[src/rtl/spiker_sequencer.sv]
// spiker_sequencer: timestep controller for the spiker accelerator core.
// Per timestep it latches the published spike vector, streams it LSB-chunk
// first to the core over valid/ready, waits for step-done, and accumulates
// saturating per-class output spike counts across the run.
// Optional argmax classifier output is enabled by defining SPIKER_SEQ_ARGMAX_EN.
// Handshake: a beat transfers on every rising clock edge where chunk_valid_o
// and chunk_ready_i are both 1; while ready is 0 the beat and valid hold.
module spiker_sequencer #(
    parameter int DATA_WIDTH = 800,
    parameter int CHUNK_W    = 32,
    parameter int N_OUT      = 10,
    parameter int CNT_W      = 16,
    parameter int STEP_W     = 16
) (
    input  logic                     clk_i,
    input  logic                     rst_ni,
    input  logic                     start_i,
    input  logic                     abort_i,
    input  logic [STEP_W-1:0]        n_steps_i,
    input  logic [DATA_WIDTH-1:0]    spikes_i,
    output logic                     step_start_o,
    output logic [CHUNK_W-1:0]       chunk_o,
    output logic                     chunk_valid_o,
    input  logic                     chunk_ready_i,
    input  logic                     step_done_i,
    input  logic                     out_valid_i,
    input  logic [N_OUT-1:0]         out_spikes_i,
    output logic [N_OUT*CNT_W-1:0]   counts_o,
    output logic [STEP_W-1:0]        step_o,
    output logic                     busy_o,
    output logic                     done_o,
    output logic                     irq_o,
`ifdef SPIKER_SEQ_ARGMAX_EN
    output logic [$clog2(N_OUT)-1:0] class_o,
    output logic                     class_valid_o,
`endif
    output logic [2:0]               state_o
);

    localparam int NCHUNK = DATA_WIDTH / CHUNK_W;
    localparam int IDX_W  = (NCHUNK > 1) ? $clog2(NCHUNK) : 1;
    localparam logic [IDX_W-1:0] LAST_IDX = IDX_W'(NCHUNK - 1);

    typedef enum logic [2:0] {
        S_IDLE   = 3'd0,
        S_LOAD   = 3'd1,
        S_STREAM = 3'd2,
        S_WAIT   = 3'd3,
        S_NEXT   = 3'd4,
        S_DONE   = 3'd5
    } state_t;

    state_t                  state_q, state_d;
    logic [DATA_WIDTH-1:0]   shadow_q;
    logic [IDX_W-1:0]        idx_q;
    logic [STEP_W-1:0]       step_q;
    logic [STEP_W-1:0]       n_steps_q;
    logic                    done_q;
    logic [CNT_W-1:0]        cnt_q [N_OUT];

    logic start_acc;
    logic abort_hit;
    logic beat_fire;
    logic last_step;

    assign start_acc = (state_q == S_IDLE) && start_i;
    assign abort_hit = (state_q != S_IDLE) && abort_i;
    assign beat_fire = (state_q == S_STREAM) && chunk_ready_i;
    assign last_step = (step_q == n_steps_q - STEP_W'(1));

    // Outputs decoded from state or taken straight from registers.
    assign step_start_o  = (state_q == S_LOAD);
    assign chunk_valid_o = (state_q == S_STREAM);
    assign chunk_o       = shadow_q[CHUNK_W-1:0];
    assign busy_o        = (state_q != S_IDLE);
    assign irq_o         = (state_q == S_DONE);
    assign done_o        = done_q;
    assign step_o        = step_q;
    assign state_o       = state_q;

    for (genvar g = 0; g < N_OUT; g++) begin : g_counts
        assign counts_o[g*CNT_W +: CNT_W] = cnt_q[g];
    end

    // State register.
    always_ff @(posedge clk_i or negedge rst_ni) begin
        if (!rst_ni) state_q <= S_IDLE;
        else         state_q <= state_d;
    end

    // Next-state logic; abort overrides every non-idle transition.
    always_comb begin
        state_d = state_q;
        case (state_q)
            S_IDLE:   if (start_i) state_d = (n_steps_i == '0) ? S_DONE : S_LOAD;
            S_LOAD:   state_d = S_STREAM;
            S_STREAM: if (chunk_ready_i && (idx_q == LAST_IDX)) state_d = S_WAIT;
            S_WAIT:   if (step_done_i) state_d = S_NEXT;
            S_NEXT:   state_d = last_step ? S_DONE : S_LOAD;
            S_DONE:   state_d = S_IDLE;
            default:  state_d = S_IDLE;
        endcase
        if (abort_hit) state_d = S_IDLE;
    end

    // Shadow vector and chunk index: load per timestep, shift per accepted beat.
    always_ff @(posedge clk_i or negedge rst_ni) begin
        if (!rst_ni) begin
            shadow_q <= '0;
            idx_q    <= '0;
        end else if (state_q == S_LOAD) begin
            shadow_q <= spikes_i;
            idx_q    <= '0;
        end else if (beat_fire) begin
            shadow_q <= shadow_q >> CHUNK_W;
            idx_q    <= idx_q + IDX_W'(1);
        end
    end

    // Run bookkeeping: step count, latched length and sticky done flag.
    always_ff @(posedge clk_i or negedge rst_ni) begin
        if (!rst_ni) begin
            step_q    <= '0;
            n_steps_q <= '0;
            done_q    <= 1'b0;
        end else if (start_acc) begin
            step_q    <= '0;
            n_steps_q <= n_steps_i;
            done_q    <= 1'b0;
        end else if (!abort_hit) begin
            if ((state_q == S_NEXT) && !last_step) step_q <= step_q + STEP_W'(1);
            if (state_q == S_DONE) done_q <= 1'b1;
        end
    end

    // Saturating per-class spike counters, cleared by an accepted start.
    always_ff @(posedge clk_i or negedge rst_ni) begin
        if (!rst_ni) begin
            for (int k = 0; k < N_OUT; k++) cnt_q[k] <= '0;
        end else if (start_acc) begin
            for (int k = 0; k < N_OUT; k++) cnt_q[k] <= '0;
        end else if (busy_o && out_valid_i) begin
            for (int k = 0; k < N_OUT; k++) begin
                if (out_spikes_i[k] && (cnt_q[k] != {CNT_W{1'b1}}))
                    cnt_q[k] <= cnt_q[k] + CNT_W'(1);
            end
        end
    end

`ifdef SPIKER_SEQ_ARGMAX_EN
    localparam int CLS_W = $clog2(N_OUT);

    logic [CLS_W-1:0] argmax_idx;
    logic [CNT_W-1:0] argmax_val;
    logic [CLS_W-1:0] class_q;
    logic             class_valid_q;

    assign class_o       = class_q;
    assign class_valid_o = class_valid_q;

    // Argmax over the counters; strict compare keeps the lowest index on ties.
    always_comb begin
        argmax_idx = '0;
        argmax_val = cnt_q[0];
        for (int k = 1; k < N_OUT; k++) begin
            if (cnt_q[k] > argmax_val) begin
                argmax_val = cnt_q[k];
                argmax_idx = CLS_W'(k);
            end
        end
    end

    // Capture the winning class alongside the done flag.
    always_ff @(posedge clk_i or negedge rst_ni) begin
        if (!rst_ni) begin
            class_q       <= '0;
            class_valid_q <= 1'b0;
        end else if (start_acc) begin
            class_valid_q <= 1'b0;
        end else if ((state_q == S_DONE) && !abort_hit) begin
            class_q       <= argmax_idx;
            class_valid_q <= 1'b1;
        end
    end
`endif

endmodule
[config.mk]
export PLATFORM = sky130hd
export DESIGN_NAME = spiker_sequencer
export DESIGN_NICKNAME = d
export VERILOG_FILES = /design/src/rtl/spiker_sequencer.sv
export SDC_FILE = /design/constraint.sdc
export NUM_CORES = 2
export LEC_CHECK = 0
export CAP_MARGIN = 0
export CORE_AREA = 2 2 407 409
export DETAILED_ROUTE_END_ITERATION = 10
export DIE_AREA = 0 0 409 411
export GPL_ROUTABILITY_DRIVEN = 0
export PLACE_DENSITY_LB_ADDON = 0.2
export SETUP_SLACK_MARGIN = 0.4
export SYNTH_ARGS = -nofsm -noshare
export SYNTH_HDL_FRONTEND = slang
export SYNTH_SLANG_ARGS = --single-unit
[constraint.sdc]
create_clock -name clk_i -period 3.8 [get_ports clk_i]
set_input_delay 0.57 -clock clk_i [delete_from_list [all_inputs] [get_ports clk_i]]
set_output_delay 0.57 -clock clk_i [all_outputs]
set_load 0.1 [all_outputs]
Word level (Yosys, flattened, before mapping):

Index checks and enable logic that the tools add are counted.

* add/subtract/negate cells: 13
* equal/unequal tests: 21
* multiplexer cells: 29
* reductions and logical operators: 47

Operators with widths (count)
* $mux W800: 2
* $mux W160: 2
* $mux W16: 13
* $add A16 B1 Y16 const B: 11
* $ne A16 B16 Y1 const B: 10
* $reduce_bool A2 Y1: 14
* $reduce_and A2 Y1: 12
* $mux W3: 6
* $eq A16 B16 Y1: 1
* $logic_and A1 B1 Y1: 16
* $logic_not A16 Y1: 1
* $sub A16 B1 Y16 const B: 1
* $pmux W3 S5: 1
* $mux W5: 2
* $eq A3 B2 Y1 const B: 2
* $eq A3 B3 Y1 const B: 2
* $ne A3 B3 Y1 const B: 2
* $add A5 B1 Y5 const B: 1
* $eq A5 B5 Y1 const B: 1
* $eq A3 B1 Y1 const B: 1
* $logic_not A3 Y1: 1
* $mux W1: 3
* $ne A3 B1 Y1 const B: 1
* $reduce_and A3 Y1: 1
* 3 further kinds: 3

* register bits: 1001
* input bits: 833
* output and inout bits: 216
* logic and storage cells: 126

Logic depth before layout (Yosys ltp):

* word-level depth: 7
* depth in mapped cells: 13
* gate-level depth less buffers: 10

Worst setup path before layout:

No wires, ideal clock.

* kind: register to output
* from: register state_q[1] (netlist: state_o[1])
* to: output port chunk_valid_o
* arrival time: 3.503 ns
* data required time: 3.230 ns
* slack: -0.273 ns
* cell stages (with the launch flop): 4
* buffers on the path: 1
* cells stage by stage: dfrtp_1 -> clkbuf_1 -> inv_1 -> nor3_1

* word-level cells in the longest chain between the ends: 1

Ends and longest elaborated chain
* start, declared: RTL line 53 `state_t state_q, state_d;`
* start signal, assigned: RTL line 88 `else state_q <= state_d;`
* $eq A3 B2 Y1: RTL line 73 `assign chunk_valid_o = (state_q == S_STREAM);`
* end, declared: RTL line 23 `output logic chunk_valid_o,`

No other way between the ends.

Worst setup path in the final report:

* from: register state_q[1] (netlist: state_o[1])
* to: output port state_o[1]

RTL lines
* end, declared: RTL line 37 `output logic [2:0] state_o`

No word-level cell between the ends.

==> out/summary.txt <==
status: complete, no violations
final instance area: 62800 sq um
H-Tree Depth: 3
I/O pin cnt: 1049
Arr. time, crit path: 2.70 ns
met3 usage: 5.25%
Post-CTS Setup Inserts: 0
starting density of the core: 28.0%
simple-gate share of the synthesized area: 24.8%
initial antenna violation count: 80
drt pass-1 iters: 5
Mapped Nets: 6274
register area share after synthesis: 54.6%
clock tree sinks: 1001
DR iter-0 viols: 3326
area grow syn2layout: 36.8%
Peak VDD IR: 501 uV
met1 Track Usage GR: 27.1%
Leakage Power: 0.0264 uW
R2R depth: 10
critical-path cell list: clkdlybuf4s50_1
vias in the first global route: 41475
Commonest cells post-synth: 1669 x nand2_1, 1001 x dfrtp_1, 946 x nor2_1, 772 x a31oi_1, 364 x clkbuf_1
Fin Setup TNS: 0 ns
input/output buffers: 1048
hold slack: 0.380 ns
FF-to-FF Start: n_steps_q[0]
FFs w/ async S/R, synth: 100%
crit path time final: 3.27 ns
family with the most delay on the worst path: buffers and inverters
Post-synth top flop: dfrtp_1
Tcrit/Tclk final: 86.1%
worst-margin pin slew: 1.16 ns
cell with the most instances after synthesis: nand2_1
clock root buffer: clkbuf_16
Final setup viols: 0
post-route setup slack: 0.529 ns
clk slew on worst S/H paths: 0.06 ns
number of fillers in the final layout: 16868
gr usage total: 22.1%
Slew Limit Fails: 0
hpwl dp: 146000 um
die width: 409 um
share of cells above drive strength 1: 5.54%
critical path type: flop to output pin
Post-DRT Antenna Nets: 0
die area: 168000 sq um
Cell variety after synth: 69
FF-to-FF End: step_o[0]
unrepaired setup endpoints after global routing: false
GR Overflow Total: 0
pre-CTS setup slack: 0.395 ns
vias: 42219
placeable core region: 164000 sq um
count of final hold-check violations: 0
total wire length: 192000 um
warnings from Yosys: 0
Post-DP Area: 58800 sq um
CTS tree: done
Slew HR: 22.7%
synthesized cell area: 45900 sq um
synthesized-area fraction occupied by adder cells: 0.403%
WL per Instance: 22.3 um
PwrDens: 840 nW/um^2
Synth top area share: 54.6%
drt drc: 0
dominant cell type by area after synthesis: dfrtp_1
Final Skew: 0.0308 ns
crit path capture: state_o[1]
Clock Tree Buf Depth: 3
nets: 7144
WP data required: 3.23 ns
Yosys reg bits: 1001
cells after synthesis: 5427
Post-synth EDFFs: 0
r2r setup slk: 0.64 ns
pin count of the biggest net entering global routing: 133
Synth Area in XOR/XNOR: 2.79%
crit path launch: state_o[1]
GRT met2 Usage: 37.4%
worst-skew pair later-pin latency: 0.75 ns
DR vias/cell: 4.89
Min-Delay Path Class: input pin to flop
CTS Buf Count: 116
slowest CP cell: clkdlybuf4s50_1
global routing's busiest layer: met2
Peak Freq: 306 MHz
mux share of post-synthesis cell area: 0.262%
worst-path maximum fanout: 14
Die Ht: 411 um
crit path capture type: output pin
CP Depth: 1
Hold Path Stages: 3
CP peak stage delay: 1.25 ns
Synth area leaders: dfrtp_1 55%, nand2_1 14%, a31oi_1 11%
MaxCap Viol Count: 0
first-pass GRT wire length: 279000 um
Syn Area/Cell: 8.46 sq um
CP Launch Type: flop
Rows: 149
compound-gate portion of the synthesized area: 13.2%
WP buf/inv: 1
largest family of logic cells by synthesized area: simple AND/OR/NAND/NOR gates
-- through the flow --
stage,instances,util (%),total power (uW)
after floorplan,5427,-,33400
after global placement,8366,35.9,41300
after detailed placement,8366,35.9,41600
after CTS,8583,38.3,53400
after global routing,8617,38.3,56600
final,8630,38.3,52700
-- what timing repair did --
item	CTS	global route
resized for setup	3	2
hold buffers	1	0
gates cloned	0	1
endpoints found under the hold margin	56	0
endpoints found under the setup margin	3	3
-- power by group --
part	internal [uW]	switching, uW	total (uW)
combinational	7620	15500	23100
clock	6770	4810	11600
sequential	15100	2930	18100
-- registers in the layout, indices dropped and copies added (netlist names) --
signal     flops
step_o        16
n_steps_q     16
state_o        3
done_o         1
idx_q          5
counts_o     160
shadow_q     800
-- cell usage in the layout (no fill, tap or decap), drive strengths merged, types with 5 or more instances in the layout --
cell type / n
nand2: 1669
clkdlybuf4s50: 1034
dfrtp: 1001
nor2: 946
a31oi: 772
clkbuf: 184
buf: 137
xor2: 87
xnor2: 59
nand3: 48
a21oi: 48
diode: 46
o21ai: 45
nand4: 40
or3: 35
inv: 34
a22o: 32
and3: 26
and4: 21
nor3: 20
clkinv: 18
ha: 14
nor4: 13
mux2i: 12
and2: 12
or4: 9
bufinv: 7
or2: 6
o31ai: 5
-- cells by family after synthesis --
group	after synthesis
buffers and inverters	450
and+or+nand+nor	2859
muxes	12
AOI/OAI and AO/OA	944
adders and majority gates	15
xor gates and xnor gates	146
DFF	1001
-- layer usage --
metal	part of all wire [%]	vias to the layer above
met4	4.0	52
met1	41	20612
met5	0.16	-
li1	-	20052
met2	49	1180
met3	6.1	323
-- how the worst min path moves through the flow --
stage,from,to,slack [ns]
global placement,shadow_q[768],shadow_q[768],0.48
detailed placement,shadow_q[787],shadow_q[787],0.49
floorplan,rst_ni,counts_o[0],0.27
CTS,spikes_i[93],shadow_q[93],0.31
global route,spikes_i[263],shadow_q[263],0.35
finish,spikes_i[535],shadow_q[535],0.38
-- final cells by class --
type                    count  area [sq um]  share of cell area [%]
clock buffers             184          3490                    5.55
multi-input cells        3977         19100                    30.3
inverters                  29           121                   0.193
flip-flops and latches   1001         25100                    39.9
well taps                2189          2740                    4.36
diodes                     46           115                   0.183
clock inverters            32           435                   0.693
repair buffers           1172         11800                    18.8
Note: power is estimated with default switching activity, not from simulation.
